[config.mk]
export PLATFORM = sky130hd
export DESIGN_NAME = rtc_set_ctrl
export DESIGN_NICKNAME = d
export VERILOG_FILES = /design/src/rtl/rtc_pkg.sv /design/src/rtl/rtc_set_ctrl_bcd2_step.sv /design/src/rtl/rtc_set_ctrl.sv
export SDC_FILE = /design/constraint.sdc
export NUM_CORES = 1
export LEC_CHECK = 0
export CAP_MARGIN = 20
export CORE_ASPECT_RATIO = 1.1
export CORE_MARGIN = 2
export CORE_UTILIZATION = 56
export DETAILED_ROUTE_END_ITERATION = 10
export HOLD_SLACK_MARGIN = 0.02
export PLACE_DENSITY = 0.95
export SETUP_SLACK_MARGIN = 0.4
export SYNTH_ARGS = -nofsm -noshare
export SYNTH_HDL_FRONTEND = slang
export SYNTH_SLANG_ARGS = --single-unit
[constraint.sdc]
create_clock -name hundred_clk -period 5.5 [get_ports hundred_clk]
set_input_delay 1.1 -clock hundred_clk [delete_from_list [all_inputs] [get_ports hundred_clk]]
set_output_delay 1.1 -clock hundred_clk [all_outputs]
set_load 0.05 [all_outputs]
[src/rtl/rtc_pkg.sv]
// Shared types and constants for the RTC time-setting controller.
// Pure declarations; no latency or flow control of its own.
package rtc_pkg;

    typedef enum logic [2:0] {
        RUN     = 3'd0,
        SET_HR  = 3'd1,
        SET_MIN = 3'd2,
        SET_SEC = 3'd3,
        COMMIT  = 3'd4
    } rtc_set_state_t;

    localparam logic [7:0] HR_MAX_BCD = 8'h23;
    localparam logic [7:0] MS_MAX_BCD = 8'h59;

    localparam logic [1:0] SEL_NONE = 2'd0;
    localparam logic [1:0] SEL_HR   = 2'd1;
    localparam logic [1:0] SEL_MIN  = 2'd2;
    localparam logic [1:0] SEL_SEC  = 2'd3;

endpackage

[src/rtl/rtc_set_ctrl_bcd2_step.sv]
// Two-digit BCD +/-1 with wrap at max; illegal input steps to 00. Combinational, zero latency.
// No flow control: inc and dec together (or neither) pass the value through unchanged.
module bcd2_step (
    input  logic [7:0] val,
    input  logic [7:0] max,
    input  logic       inc,
    input  logic       dec,
    output logic [7:0] nxt
);

    logic legal;

    // max is legal BCD, so a byte compare also bounds the tens digit
    assign legal = (val[3:0] <= 4'd9) && (val <= max);

    always_comb begin
        nxt = val;
        if (inc ^ dec) begin
            if (!legal) begin
                nxt = 8'h00;
            end else if (inc) begin
                if (val == max)              nxt = 8'h00;
                else if (val[3:0] == 4'd9)   nxt = {val[7:4] + 4'd1, 4'd0};
                else                         nxt = {val[7:4], val[3:0] + 4'd1};
            end else begin
                if (val == 8'h00)            nxt = max;
                else if (val[3:0] == 4'd0)   nxt = {val[7:4] - 4'd1, 4'd9};
                else                         nxt = {val[7:4], val[3:0] - 4'd1};
            end
        end
    end

endmodule

[src/rtl/rtc_set_ctrl.sv]
// RTC time-set FSM: shadow edit of hh:mm:ss, one-cycle load on commit, idle timeout; all outputs registered, 1-cycle latency.
// No backpressure: pulses act on the cycle they arrive. Optional dec_p input enabled by `define RTC_SET_DEC_EN.
module rtc_set_ctrl
    import rtc_pkg::*;
#(
    parameter int TIMEOUT_TICKS = 3000,
    parameter int BLINK_HALF    = 50,
    parameter int TMR_W         = 12
) (
    input  logic       hundred_clk,
    input  logic       rst,
    input  logic       mode_p,
    input  logic       inc_p,
`ifdef RTC_SET_DEC_EN
    input  logic       dec_p,
`endif
    input  logic [3:0] cur_hrm,
    input  logic [3:0] cur_hrl,
    input  logic [3:0] cur_minm,
    input  logic [3:0] cur_minl,
    input  logic [3:0] cur_secm,
    input  logic [3:0] cur_secl,
    output logic       run_en,
    output logic       load,
    output logic [3:0] ld_hrm,
    output logic [3:0] ld_hrl,
    output logic [3:0] ld_minm,
    output logic [3:0] ld_minl,
    output logic [3:0] ld_secm,
    output logic [3:0] ld_secl,
    output logic [1:0] sel,
    output logic       blink
);

    localparam logic [TMR_W-1:0] TMO_LAST   = TMR_W'(TIMEOUT_TICKS - 1);
    localparam logic [TMR_W-1:0] BLINK_LAST = TMR_W'(BLINK_HALF - 1);

    rtc_set_state_t   state;
    logic [TMR_W-1:0] tmr;
    logic [TMR_W-1:0] bcnt;
    logic [7:0]       fld;
    logic [7:0]       fld_max;
    logic [7:0]       fld_nxt;
    logic             dec_w;

`ifdef RTC_SET_DEC_EN
    assign dec_w = dec_p;
`else
    assign dec_w = 1'b0;
`endif

    // The ld_* registers double as the shadow copy being edited
    always_comb begin
        fld     = {ld_hrm, ld_hrl};
        fld_max = HR_MAX_BCD;
        case (state)
            SET_MIN: begin
                fld     = {ld_minm, ld_minl};
                fld_max = MS_MAX_BCD;
            end
            SET_SEC: begin
                fld     = {ld_secm, ld_secl};
                fld_max = MS_MAX_BCD;
            end
            default: ;
        endcase
    end

    bcd2_step u_step (
        .val (fld),
        .max (fld_max),
        .inc (inc_p),
        .dec (dec_w),
        .nxt (fld_nxt)
    );

    always_ff @(posedge hundred_clk) begin
        if (!rst) begin
            state  <= RUN;
            run_en <= 1'b1;
            load   <= 1'b0;
            sel    <= SEL_NONE;
            blink  <= 1'b0;
            tmr    <= '0;
            bcnt   <= '0;
            {ld_hrm, ld_hrl, ld_minm, ld_minl, ld_secm, ld_secl} <= '0;
        end else begin
            load <= 1'b0;
            case (state)
                RUN: begin
                    if (mode_p) begin
                        {ld_hrm, ld_hrl, ld_minm, ld_minl, ld_secm, ld_secl} <=
                            {cur_hrm, cur_hrl, cur_minm, cur_minl, cur_secm, cur_secl};
                        state  <= SET_HR;
                        sel    <= SEL_HR;
                        run_en <= 1'b0;
                        tmr    <= '0;
                        bcnt   <= '0;
                        blink  <= 1'b0;
                    end
                end
                SET_HR, SET_MIN, SET_SEC: begin
                    if (mode_p) begin
                        tmr   <= '0;
                        bcnt  <= '0;
                        blink <= 1'b0;
                        case (state)
                            SET_HR:  begin state <= SET_MIN; sel <= SEL_MIN; end
                            SET_MIN: begin state <= SET_SEC; sel <= SEL_SEC; end
                            default: begin state <= COMMIT; sel <= SEL_NONE; load <= 1'b1; end
                        endcase
                    end else if (inc_p || dec_w) begin
                        tmr   <= '0;
                        bcnt  <= '0;
                        blink <= 1'b0;
                        case (state)
                            SET_HR:  {ld_hrm, ld_hrl}   <= fld_nxt;
                            SET_MIN: {ld_minm, ld_minl} <= fld_nxt;
                            default: {ld_secm, ld_secl} <= fld_nxt;
                        endcase
                    end else if (tmr == TMO_LAST) begin
                        // Abandon the edit: shadows are left as-is but never loaded
                        state  <= RUN;
                        sel    <= SEL_NONE;
                        run_en <= 1'b1;
                        blink  <= 1'b0;
                        tmr    <= '0;
                        bcnt   <= '0;
                    end else begin
                        tmr <= tmr + TMR_W'(1);
                        if (bcnt == BLINK_LAST) begin
                            bcnt  <= '0;
                            blink <= ~blink;
                        end else begin
                            bcnt <= bcnt + TMR_W'(1);
                        end
                    end
                end
                COMMIT: begin
                    state  <= RUN;
                    run_en <= 1'b1;
                end
                default: begin
                    state  <= RUN;
                    sel    <= SEL_NONE;
                    run_en <= 1'b1;
                    blink  <= 1'b0;
                end
            endcase
        end
    end

endmodule

==> summary.txt <==
Run status
  – Status: complete, no violations

Worst setup path
  – Worst setup EP type: flop
  – Slowest CP cell: and3_1
  – Worst path cell trace: clkdlybuf4s50_1 -> nor2b_1 -> nand2_1 -> a211oi_2 -> and3_1 -> a22oi_1 -> o21ai_0
  – Worst EP required: 5.73 ns
  – WS Path Type: in2reg
  – CP startpoint kind: input port
  – CP top delay family: simple AND/OR/NAND/NOR gates
  – Max incr delay on CP: 0.64 ns
  – Crit path DAT: 3.47 ns
  – Bufs and invs on worst path: 1
  – CP Max Fanout: 17

Cells and area
  – # diodes: 0
  – Share of cells above drive strength 1: 7.23%
  – Area grow syn2layout: 22.0%
  – Final Net Count: 432
  – Layout filler cell count: 374

CTS
  – Clock Sink Count: 56
  – Max H-tree Level: 2
  – Worst-Skew Late Latency: 0.33 ns
  – Post_cts resized: 0
  – TritonCTS Buffers: 5
  – # Post-CTS Setup Buffers: 0
  – CTS tree: done
  – Clock-pin slew on the worst setup and hold paths: 0.10 ns
  – Root buf cell: clkbuf_8
  – Max Root-Sink Buffers: 2
  – Cts hold-fix bufs: 0

Logic synthesis
  – Post-synth ARST share: 0%
  – Avg Inst Size Synth: 8.51 um^2
  – Syn Inst Count: 350
  – Dominant synthesized flop cell: dfxtp_1
  – Synth Warn #: 0
  – Post-synth EDFFs: 0
  – Syn_nets: 382
  – FF+latch count, synth: 56
  – Seq/Total Area, Yosys: 37.6%
  – Synth cell types: 53
  – Post-Syn Area: 2980 um^2

Timing
  – Fin. max-slew vios: 0
  – Clk_skew: 0.0124 ns
  – Tightest Pin Transition: 0.933 ns
  – Slew HR: 37.6%
  – Max Clock Freq: 0.309 GHz
  – TNS Setup: 0 ns
  – Crit share post-route: 58.9%
  – Final setup fails: 0
  – Final Hold Viols: 0
  – RSZ-0062 raised after global routing: false
  – Minimum clock period: 3.24 ns

Power
  – Pleak: 1.21 nW
  – Pwr per Cell Area: 252 nW/um^2
  – Tot Pwr: 0.915 mW
  – VDD IR-drop max: 0.000150 V

Route
  – Detailed Route WL: 7870 um
  – Vias/cell: 6.31
  – Via count: 2897
  – # DRC: 0
  – Wire per inst: 17.2 um
  – 1st-pass router iterations: 4
  – Initial DRC count: 212
  – Routed Antenna Nets: 0

Placed design
  – GPL Wtd Cong: 0.868
  – Detail Placement HPWL: 5550 um
  – IO Port Bufs: 56

Die
  – Die area: 5920 um^2
  – Die H: 80.5 um
  – # rows: 27
  – Die X-Extent: 73.5 um
  – Ports: 57
  – Core area: 5070 um^2
  – Initial core utilization: 58.8%

GRT
  – GRT Total Usage: 27.9%
  – GR Overflow Total: 0
  – First-pass GRT wire length: 12800 um
  – Pin count of the biggest net entering global routing: 27
  – Vias in the first global route: 2866
  – Initial antenna violation count: 0

Run
  – MaxCap Viol Count: 0

Worst hold path
  – Worst hold path type: reg2reg
==> kinds of logic (layout without fill, tap and decap cells) <==
kind of cell / Yosys count / after routing / share of synthesized area [%]
and+or+nand+nor: 143 / 143 / 24.5
DFF: 56 / 56 / 37.6
buffers and inverters: 25 / 76 / 4.24
AOI/OAI and AO/OA: 81 / 81 / 17.8
xor gates and xnor gates: 25 / 25 / 7.35
adders and majority gates: 4 / 4 / 1.68
muxes: 16 / 16 / 6.85
==> registers in the layout (all words and copies together) (netlist names) <==
register,flops
state,3
ld_hrl,4
load,1
ld_minl,4
sel,2
blink,1
tmr,12
ld_secm,4
ld_hrm,4
run_en,1
ld_minm,4
bcnt,12
ld_secl,4
==> per-layer routing <==
layer	GRT usage (%)	part of all wire, %
met1	32.7	41
met2	46.4	50
met3	7.28	6.9
met4	14.0	2.9
met5	0	0
==> layout make-up <==
type	count	area [um^2]	area share, %
Multi-Input combinational cell	269	1730	47.6
Tap cell	58	72.6	2.00
Timing Repair Buffer	59	583	16.0
Inverter	9	33.8	0.930
Clock inverter	3	23.8	0.654
Clock buffer	5	68.8	1.89
Sequential cell	56	1120	30.9
==> cell usage after synthesis, drive strengths merged, types with 2 or more instances <==
cell type | n | area, um^2
mux2 | 5 | 56.3
xnor2 | 13 | 114
buf | 10 | 70.1
a31oi | 6 | 37.5
nor2b | 6 | 45.0
inv | 9 | 33.8
clkbuf | 6 | 22.5
nor2 | 45 | 171
a211oi | 4 | 35.0
or2 | 2 | 15.0
and2 | 2 | 12.5
xor2 | 12 | 105
and3 | 6 | 37.5
o21ai | 25 | 125
nand2b | 4 | 25.0
or4 | 2 | 18.8
nor4 | 3 | 18.8
a22oi | 17 | 128
ha | 4 | 50.1
nor3 | 9 | 45.0
dfxtp | 56 | 1120
nand3 | 18 | 90.1
nor3b | 2 | 15.0
a21oi | 17 | 85.1
nand2 | 26 | 100
nand4 | 12 | 81.3
o31ai | 4 | 30.0
mux2i | 11 | 148
==> final timing paths <==
path,from,endpoint,slack [ns],depth (start not counted)
max,mode_p,ld_hrm[2],2.26,7
min,ld_secm[3],ld_secm[3],0.50,2
min reg2reg,ld_secm[3],ld_secm[3],0.50,2
max reg2reg,state[1],ld_hrm[2],2.90,6
==> metrics by stage <==
step                      std cells  cell area [um^2]  worst slack (ns)  hold WS, ns  utilization, %
after floorplan                 350              2980              2.82        0.479               -
after global placement          451              3540              2.10        0.472            69.9
after detailed placement        451              3540              2.02        0.485            69.9
after CTS                       459              3630              2.28        0.501            71.7
after global routing            459              3630              2.04        0.523            71.7
final                           459              3630              2.26        0.502            71.7
==> power breakdown <==
part           internal [mW]  switching (mW)
registers              0.424          0.0214
logic                 0.0881           0.147
clock network         0.0905           0.144
total                  0.603           0.312
==> placed cells by master (no fill, tap or decap), types with 3 or more instances in the layout <==
cell and n:
xnor2_1 13, clkdlybuf4s50_1 56, xor2_1 12, nand2b_1 4, a21oi_1 17, nor2b_1 5, clkbuf_8 5, inv_1 9
mux2i_1 8, and3_1 6, dfxtp_1 56, o31ai_1 4, mux2i_4 3, nand4_1 11, nand2_1 25, buf_4 3
a211oi_1 3, nand3_1 18, nor4_1 3, ha_1 4, mux2_2 5, o21ai_0 25, nor2_1 44, a22oi_1 17
nor3_1 9, a31oi_1 6
==> tightest hold or removal path, delay by kind of cell (launching register included) <==
family          cells  cell delay (ns)
flops               1             0.34
simple gates        1             0.07
compound gates      1             0.05
Note: power is estimated with default switching activity, not from simulation.
